[config.mk]
export PLATFORM = sky130hd
export DESIGN_NAME = sprite_compositor
export DESIGN_NICKNAME = d
export VERILOG_FILES = /design/src/rtl/sprite_compositor.sv
export SDC_FILE = /design/constraint.sdc
export NUM_CORES = 1
export LEC_CHECK = 0
export BUFFER_PORTS_ARGS = -buffer_cell sky130_fd_sc_hd__buf_2
export CAP_MARGIN = 20
export CORE_MARGIN = 5
export CORE_UTILIZATION = 52
export DETAILED_ROUTE_END_ITERATION = 8
export PLACE_DENSITY_LB_ADDON = 0.2
export SLEW_MARGIN = 20
export SYNTH_ARGS = -nofsm -noshare
export SYNTH_HDL_FRONTEND = slang
export SYNTH_SLANG_ARGS = --single-unit
[constraint.sdc]
create_clock -name clk -period 2.8 [get_ports clk]
set_input_delay 0.28 -clock clk [delete_from_list [all_inputs] [get_ports clk]]
set_output_delay 0.28 -clock clk [all_outputs]
set_load 0.02 [all_outputs]
[src/rtl/sprite_compositor.sv]
// rtl/sprite_compositor.sv - N-sprite 1-bit compositor with shadowed attributes and per-frame collision flags
module sprite_compositor #(
    parameter int NUM_SPRITES = 4,
    parameter int SP_SIZE     = 16,
    parameter int X_W         = 8,
    parameter int Y_W         = 7,
    parameter int SP_AW       = 8,
    parameter int TRANSPARENT = 1
) (
    input  logic                         clk,
    input  logic                         reset,
    input  logic                         frame_end,
    input  logic                         pix_valid,
    input  logic [X_W-1:0]               pix_x,
    input  logic [Y_W-1:0]               pix_y,
    input  logic [NUM_SPRITES-1:0]       sp_en_in,
    input  logic [NUM_SPRITES*X_W-1:0]   sp_x_in,
    input  logic [NUM_SPRITES*Y_W-1:0]   sp_y_in,
    input  logic [NUM_SPRITES*SP_AW-1:0] sp_base_in,
    output logic [NUM_SPRITES*SP_AW-1:0] sp_mem_addr,
    input  logic [NUM_SPRITES-1:0]       sp_mem_data,
    input  logic                         bkg_data,
    output logic                         out_valid,
    output logic                         out_pix,
    output logic [3:0]                   out_src,
    output logic [NUM_SPRITES-1:0]       coll_sp,
    output logic [NUM_SPRITES-1:0]       coll_bkg
);

    logic [NUM_SPRITES-1:0]       sh_en;
    logic [NUM_SPRITES*X_W-1:0]   sh_x;
    logic [NUM_SPRITES*Y_W-1:0]   sh_y;
    logic [NUM_SPRITES*SP_AW-1:0] sh_base;

    logic                   v1, v2;
    logic [NUM_SPRITES-1:0] hit1, hit2;
    logic [NUM_SPRITES-1:0] hit_c;
    logic [SP_AW-1:0]       addr_c [NUM_SPRITES];
    logic [NUM_SPRITES-1:0] opq;
    logic [NUM_SPRITES-1:0] contrib_sp, contrib_bkg;
    logic [NUM_SPRITES-1:0] acc_sp, acc_bkg;
    logic [3:0]             win_src;
    logic                   win_pix;

    // Bounds are compared one bit wider so a box near the right/bottom edge never wraps to 0.
    for (genvar g = 0; g < NUM_SPRITES; g++) begin : g_sp
        logic [X_W:0]     sx, px;
        logic [Y_W:0]     sy, py;
        logic [X_W-1:0]   dx;
        logic [Y_W-1:0]   dy;
        logic [NUM_SPRITES-1:0] others;

        assign sx = {1'b0, sh_x[g*X_W +: X_W]};
        assign px = {1'b0, pix_x};
        assign sy = {1'b0, sh_y[g*Y_W +: Y_W]};
        assign py = {1'b0, pix_y};
        assign hit_c[g] = sh_en[g] && (px >= sx) && (px < sx + (X_W+1)'(SP_SIZE))
                                   && (py >= sy) && (py < sy + (Y_W+1)'(SP_SIZE));
        assign dx = pix_x - sh_x[g*X_W +: X_W];
        assign dy = pix_y - sh_y[g*Y_W +: Y_W];
        assign addr_c[g] = sh_base[g*SP_AW +: SP_AW] + SP_AW'(dx)
                         + SP_AW'(dy) * SP_AW'(SP_SIZE);

        assign others         = opq & ~(NUM_SPRITES'(1) << g);
        assign contrib_sp[g]  = opq[g] && (others != '0);
        assign contrib_bkg[g] = opq[g] && bkg_data;
    end

    assign opq = hit2 & {NUM_SPRITES{v2}}
               & ((TRANSPARENT != 0) ? sp_mem_data : {NUM_SPRITES{1'b1}});

    // Walk from the top index down so the lowest-index opaque sprite is assigned last and wins.
    always_comb begin
        win_src = 4'd0;
        win_pix = bkg_data;
        for (int i = NUM_SPRITES - 1; i >= 0; i--) begin
            if (opq[i]) begin
                win_src = 4'(i + 1);
                win_pix = sp_mem_data[i];
            end
        end
    end

    always_ff @(posedge clk) begin
        if (reset) begin
            sh_en       <= '0;
            sh_x        <= '0;
            sh_y        <= '0;
            sh_base     <= '0;
            v1          <= 1'b0;
            v2          <= 1'b0;
            hit1        <= '0;
            hit2        <= '0;
            sp_mem_addr <= '0;
            out_valid   <= 1'b0;
            out_pix     <= 1'b0;
            out_src     <= 4'd0;
            coll_sp     <= '0;
            coll_bkg    <= '0;
            acc_sp      <= '0;
            acc_bkg     <= '0;
        end else begin
            if (frame_end) begin
                sh_en   <= sp_en_in;
                sh_x    <= sp_x_in;
                sh_y    <= sp_y_in;
                sh_base <= sp_base_in;
            end

            v1   <= pix_valid;
            hit1 <= hit_c & {NUM_SPRITES{pix_valid}};
            for (int i = 0; i < NUM_SPRITES; i++) begin
                if (pix_valid && hit_c[i])
                    sp_mem_addr[i*SP_AW +: SP_AW] <= addr_c[i];
            end

            v2   <= v1;
            hit2 <= hit1;

            out_valid <= v2;
            if (v2) begin
                out_pix <= win_pix;
                out_src <= win_src;
            end

            // The pixel finishing on the frame_end cycle is credited to the closing frame.
            if (frame_end) begin
                coll_sp  <= acc_sp | contrib_sp;
                coll_bkg <= acc_bkg | contrib_bkg;
                acc_sp   <= '0;
                acc_bkg  <= '0;
            end else begin
                acc_sp  <= acc_sp | contrib_sp;
                acc_bkg <= acc_bkg | contrib_bkg;
            end
        end
    end

endmodule

# == Word level (Yosys, flattened, before mapping) ==
# Cells that the tools add are included.
# totals
regBits,160
inputBits,120
# classes
addsub,24
magnitude_cmp,16
bitwise,5
mux,8
reduce_logical,33
# ops
op,n
$add 8x8->8,8
$add 8x5->9 const B,4
$lt 8x9->1,4
$add 7x5->8 const B,4
$ge 8x8->1,4
$lt 7x8->1,4
$sub 8x8->8,4
$ge 7x7->1,4
$logic_and 1x1->1,28
$reduce_bool 4->1,4
$sub 4x4->4,4
$and 4x4->4,3
$mux 3,3
$or 4x4->4,2
$mux 1,4
$mux 4,1
$reduce_or 2->1,1

# == Longest topological paths before layout ==
# depth
ltp_word,6
ltp_mapped,13

# == Worst setup path after synthesis ==
# No wires, ideal clock.
# synth_path
path_type,input to register
start,input pix_y[0]
end,register sp_mem_addr[14]
setup_time_ps,70
n_path_buf,0
stages,11
slack_ps,-216
arrival_time_ps,2946
path_cell_list,inv_1 ha_1 fa_1 xor2_1 fa_1 inv_1 ha_1 or4b_2 o2111ai_1 nand3_1 a21oi_1
# synth_via
elab_chain_len,4
# synth_lines
element,line,source
from (decl),15,"input logic [Y_W-1:0] pix_y,"
"parallel branches: the longest is 4 deep, another holds $add 8x8->8",--,
"to (signal, indexed assignment)",114,sp_mem_addr[i*SP_AW +: SP_AW] <= addr_c[i];
to (decl),20,"output logic [NUM_SPRITES*SP_AW-1:0] sp_mem_addr,"
# Several ways; the timed one is not identified.
# A chain may end at the register's enable or synchronous reset.

# == Worst setup path after layout ==
# layout_path
start,register sh_y[14]
end,register sp_mem_addr[22]
# layout_via
elab_chain_len,4
# layout_lines
element,line,source
from (decl),32,logic [NUM_SPRITES*Y_W-1:0] sh_y;
from (signal assigned),106,sh_y <= sp_y_in;
$add 7x5->8 / $ge 7x7->1 (equally long branches),58,&& (py >= sy) && (py < sy + (Y_W+1)'(SP_SIZE));
$lt 7x8->1 / $logic_and 1x1->1 (equally long branches),58,
$logic_and 1x1->1,58,
$logic_and 1x1->1,113,if (pix_valid && hit_c[i])
# Several ways; a longest one is shown, not always the timed one.

==> flow_metrics.py <==
metrics = {
    "status": {
        "status": "finished clean",
    },
    "grt": {
        "grt_pass1_vias": 8983,
        "grt_first_pass_wirelength_um": 43300,
        "maximum_number_of_pins_on_one_net_before_global_route_repair": 55,
        "overflow": 0,
        "grt_util_all_layers_pct": 22.9,
        "grt_antenna_before_repair": 1,
    },
    "synthesis": {
        "synth_cell_type_count": 69,
        "yosys.area.top_type": "sky130_fd_sc_hd__dfxtp_1",
        "yosys_register_bits": 159,
        "commonest_register_cell_after_synthesis": "sky130_fd_sc_hd__dfxtp_1",
        "async_reset_ff_share_pct": 0,
        "synth.net_count": 1437,
        "syn_area_per_cell_um2": 9.25,
        "synth_sequential_area_ratio_pct": 30.3,
        "ys_warn_count": 0,
        "synth-edff-count": 0,
        "synth.area.top_cells": "sky130_fd_sc_hd__dfxtp_1 (30%), sky130_fd_sc_hd__ha_1 (16%), sky130_fd_sc_hd__mux2i_1 (9.1%), sky130_fd_sc_hd__fa_1 (8.4%), sky130_fd_sc_hd__inv_1 (5.0%)",
        "yosysTopAreaCellShare_pct": 30.3,
        "synthCells": 1137,
        "syn_area_um2": 10500,
    },
    "die": {
        "floorplan.initialDensity_pct": 52.5,
        "die-height_um": 152,
        "design.die.area_um2": 23200,
        "io_pins": 166,
        "chipWidth_um": 152,
        "design.core.area_um2": 20000,
        "row_count": 52,
    },
    "place": {
        "place_inst": 1602,
        "detailedPlacementHpwl_um": 20600,
        "placement.io_buffers": 164,
        "globalplace.congestion": 0.854,
        "post-place-ws_ps": -240,
    },
    "final_layout": {
        "layout_commonest_cell": "sky130_fd_sc_hd__buf_2",
        "post_layout_nonfiller_instances": 1637,
        "area.growth.synth_to_final_pct": 23.1,
        "layout.nets": 1653,
        "final_util_pct": 64.6,
        "drive_gt1_share_pct": 24.6,
        "layout.cells.most_common_list": "sky130_fd_sc_hd__buf_2 (162), sky130_fd_sc_hd__dfxtp_1 (149), sky130_fd_sc_hd__nor2_1 (135), sky130_fd_sc_hd__inv_1 (127), sky130_fd_sc_hd__ha_1 (123)",
    },
    "drt": {
        "dr.pass1.iters": 5,
        "wl_per_cell_um": 16.2,
        "route.layer.met1.wl_um": 11400,
        "route.antenna.remaining_nets": 0,
        "drc": 0,
        "vias": 8647,
        "met2_routed_wirelength_um": 13200,
        "first_iter_violations": 338,
        "met3_length_um": 1230,
        "topRoutingLayerUsed": "met4",
        "postRouteWirelength_um": 26600,
        "vias_per_cell": 5.28,
    },
    "timing": {
        "final.period_utilization_pct": 98.6,
        "clock-skew-final_ps": 9.68,
        "setup_repair_after_global_routing_missed_its_margin": "true",
        "final.setup.worst_slack_ps": 40.1,
        "maxSlewHeadroom_pct": 49.4,
        "clock.fmax_mhz": 362,
        "worst_pin_slew_ps": 754,
        "finalWorstPathRequiredPeriod_ps": 2760,
        "timing.final.max_slew_violations": 0,
        "report.final.setup_viol": 0,
        "hold_viol_final": 0,
    },
    "worst_hold_path": {
        "hold_path.class": "in -> reg",
    },
    "clock_tree": {
        "cts.reportedPaths.clkPinSlew_ps": 70,
        "worst_skew_pair.late_latency_ps": 440,
        "clk_sinks": 159,
        "cts_tree": "built",
        "cts_htree_levels": 4,
        "cts_bufs_inserted": 17,
        "cts.hold.buffers_added": 0,
        "cts_buffer_depth": 2,
        "root_buffer": "sky130_fd_sc_hd__clkbuf_16",
    },
    "worst_setup_path": {
        "crit_type": "reg -> reg",
        "critical_path.max_fanout": 3,
        "required_ps": 3170,
        "critical_path.startpoint_type": "flop",
        "worstSetupEndpointType": "flop",
        "cp_data_arrival_time_ps": 3130,
    },
    "power": {
        "p_leak_uw": 0.00604,
        "maximum_ir_drop_on_the_vdd_rail_uv": 535,
        "design_power_total_uw": 7490,
        "power_density_nw_per_um2": 579,
    },
    "run": {
        "max_cap_violations": 0,
    },
}
## Yosys cell counts (12+ instances only)
cell / number
sky130_fd_sc_hd__a21o_1: 15
sky130_fd_sc_hd__nand2_1: 19
sky130_fd_sc_hd__inv_1: 139
sky130_fd_sc_hd__a211oi_1: 15
sky130_fd_sc_hd__mux2i_1: 96
sky130_fd_sc_hd__nor2b_1: 12
sky130_fd_sc_hd__ha_1: 136
sky130_fd_sc_hd__clkbuf_1: 23
sky130_fd_sc_hd__dfxtp_1: 159
sky130_fd_sc_hd__o21ai_0: 29
sky130_fd_sc_hd__nand3_1: 45
sky130_fd_sc_hd__fa_1: 44
sky130_fd_sc_hd__a21oi_1: 69
sky130_fd_sc_hd__xnor2_1: 45
sky130_fd_sc_hd__nor2_1: 135
sky130_fd_sc_hd__o21ai_1: 17
## through the flow
stage | cell area (µm²) | hold slack [ps] | setup TNS [ps]
2_1_floorplan | 10600 | 408 | 0
4_1_cts | 12800 | 64.4 | 0
6_report | 12900 | 73.7 | 0
3_5_place_dp | 12200 | 429 | -1550
3_3_place_gp | 12200 | 427 | -1080
5_1_grt | 12900 | 70.1 | -209
## state kept, by name, indices dropped and copies added, names as in the netlist, 3 cells and up
| name | count |
|---|---|
| out_src | 3 |
| acc_bkg | 4 |
| sp_mem_addr | 32 |
| coll_sp | 4 |
| acc_sp | 4 |
| sh_y | 28 |
| sh_x | 32 |
| hit1 | 4 |
| hit2 | 4 |
| coll_bkg | 4 |
| sh_en | 4 |
| sh_base | 32 |
## report_power, final
| group | internal (µW) | total, µW | switching, µW |
|---|---|---|---|
| registers | 2360 | 2430 | 74.9 |
| logic | 1280 | 2640 | 1360 |
| clock network | 1370 | 2420 | 1050 |
| total | 5010 | 7490 | 2480 |
## area by class of cell
| cell class | instances | area, µm² |
|---|---|---|
| Antenna cell | 1 | 2.50 |
| Clock buffer | 18 | 439 |
| Clock inverter | 14 | 170 |
| Fill cell | 1707 | 7100 |
| Inverter | 139 | 524 |
| Multi-Input combinational cell | 802 | 6870 |
| Sequential cell | 159 | 3200 |
| Tap cell | 270 | 338 |
| Timing Repair Buffer | 234 | 1410 |
## what timing repair did
| action | 4_1_cts | 5_1_grt |
|---|---|---|
| buffers inserted | 0 | 2 |
| gates resized for setup | 8 | 37 |
| pin swaps | 6 | 31 |
| endpoints found under the setup margin | 4 | 13 |
## layer usage
metal  vias to the layer above  global-route usage, %
li1                       4362                      -
met1                      4045                   27.6
met2                       195                   40.2
met3                        45                   5.31
met4                         0                   7.75
met5                         -                      0
## cells by family after synthesis
kind of cell	count (synthesis)	synth area share (%)
DFF	159	30.3
xor gates and xnor gates	52	4.33
and+or+nand+nor	259	11.7
buffers and inverters	176	6.50
other	1	0.0357
muxes	96	9.14
AOI/OAI and AO/OA	214	13.5
adders and majority gates	180	24.6
## critical path: stages (launching register included)
cell,delay (ps)
sky130_fd_sc_hd__dfxtp_2,340
sky130_fd_sc_hd__ha_4,170
sky130_fd_sc_hd__fa_2,360
sky130_fd_sc_hd__xor2_1,180
sky130_fd_sc_hd__fa_1,500
sky130_fd_sc_hd__inv_2,50
sky130_fd_sc_hd__ha_4,240
sky130_fd_sc_hd__or4_4,530
sky130_fd_sc_hd__o2111ai_2,90
sky130_fd_sc_hd__nand3_1,90
sky130_fd_sc_hd__a21oi_1,150
## path summary, 6_finish.rpt
check | start | end | slack (ps) | cells after the start
hold reg to reg | v1 | v2 | 440 | 1
hold / removal | sp_x_in[7] | sh_x[7] | 70 | 3
setup / recovery | sh_y[14] | sp_mem_addr[22] | 40 | 10
setup reg to reg | sh_y[14] | sp_mem_addr[22] | 40 | 10
(Power assumes the default switching activity.)
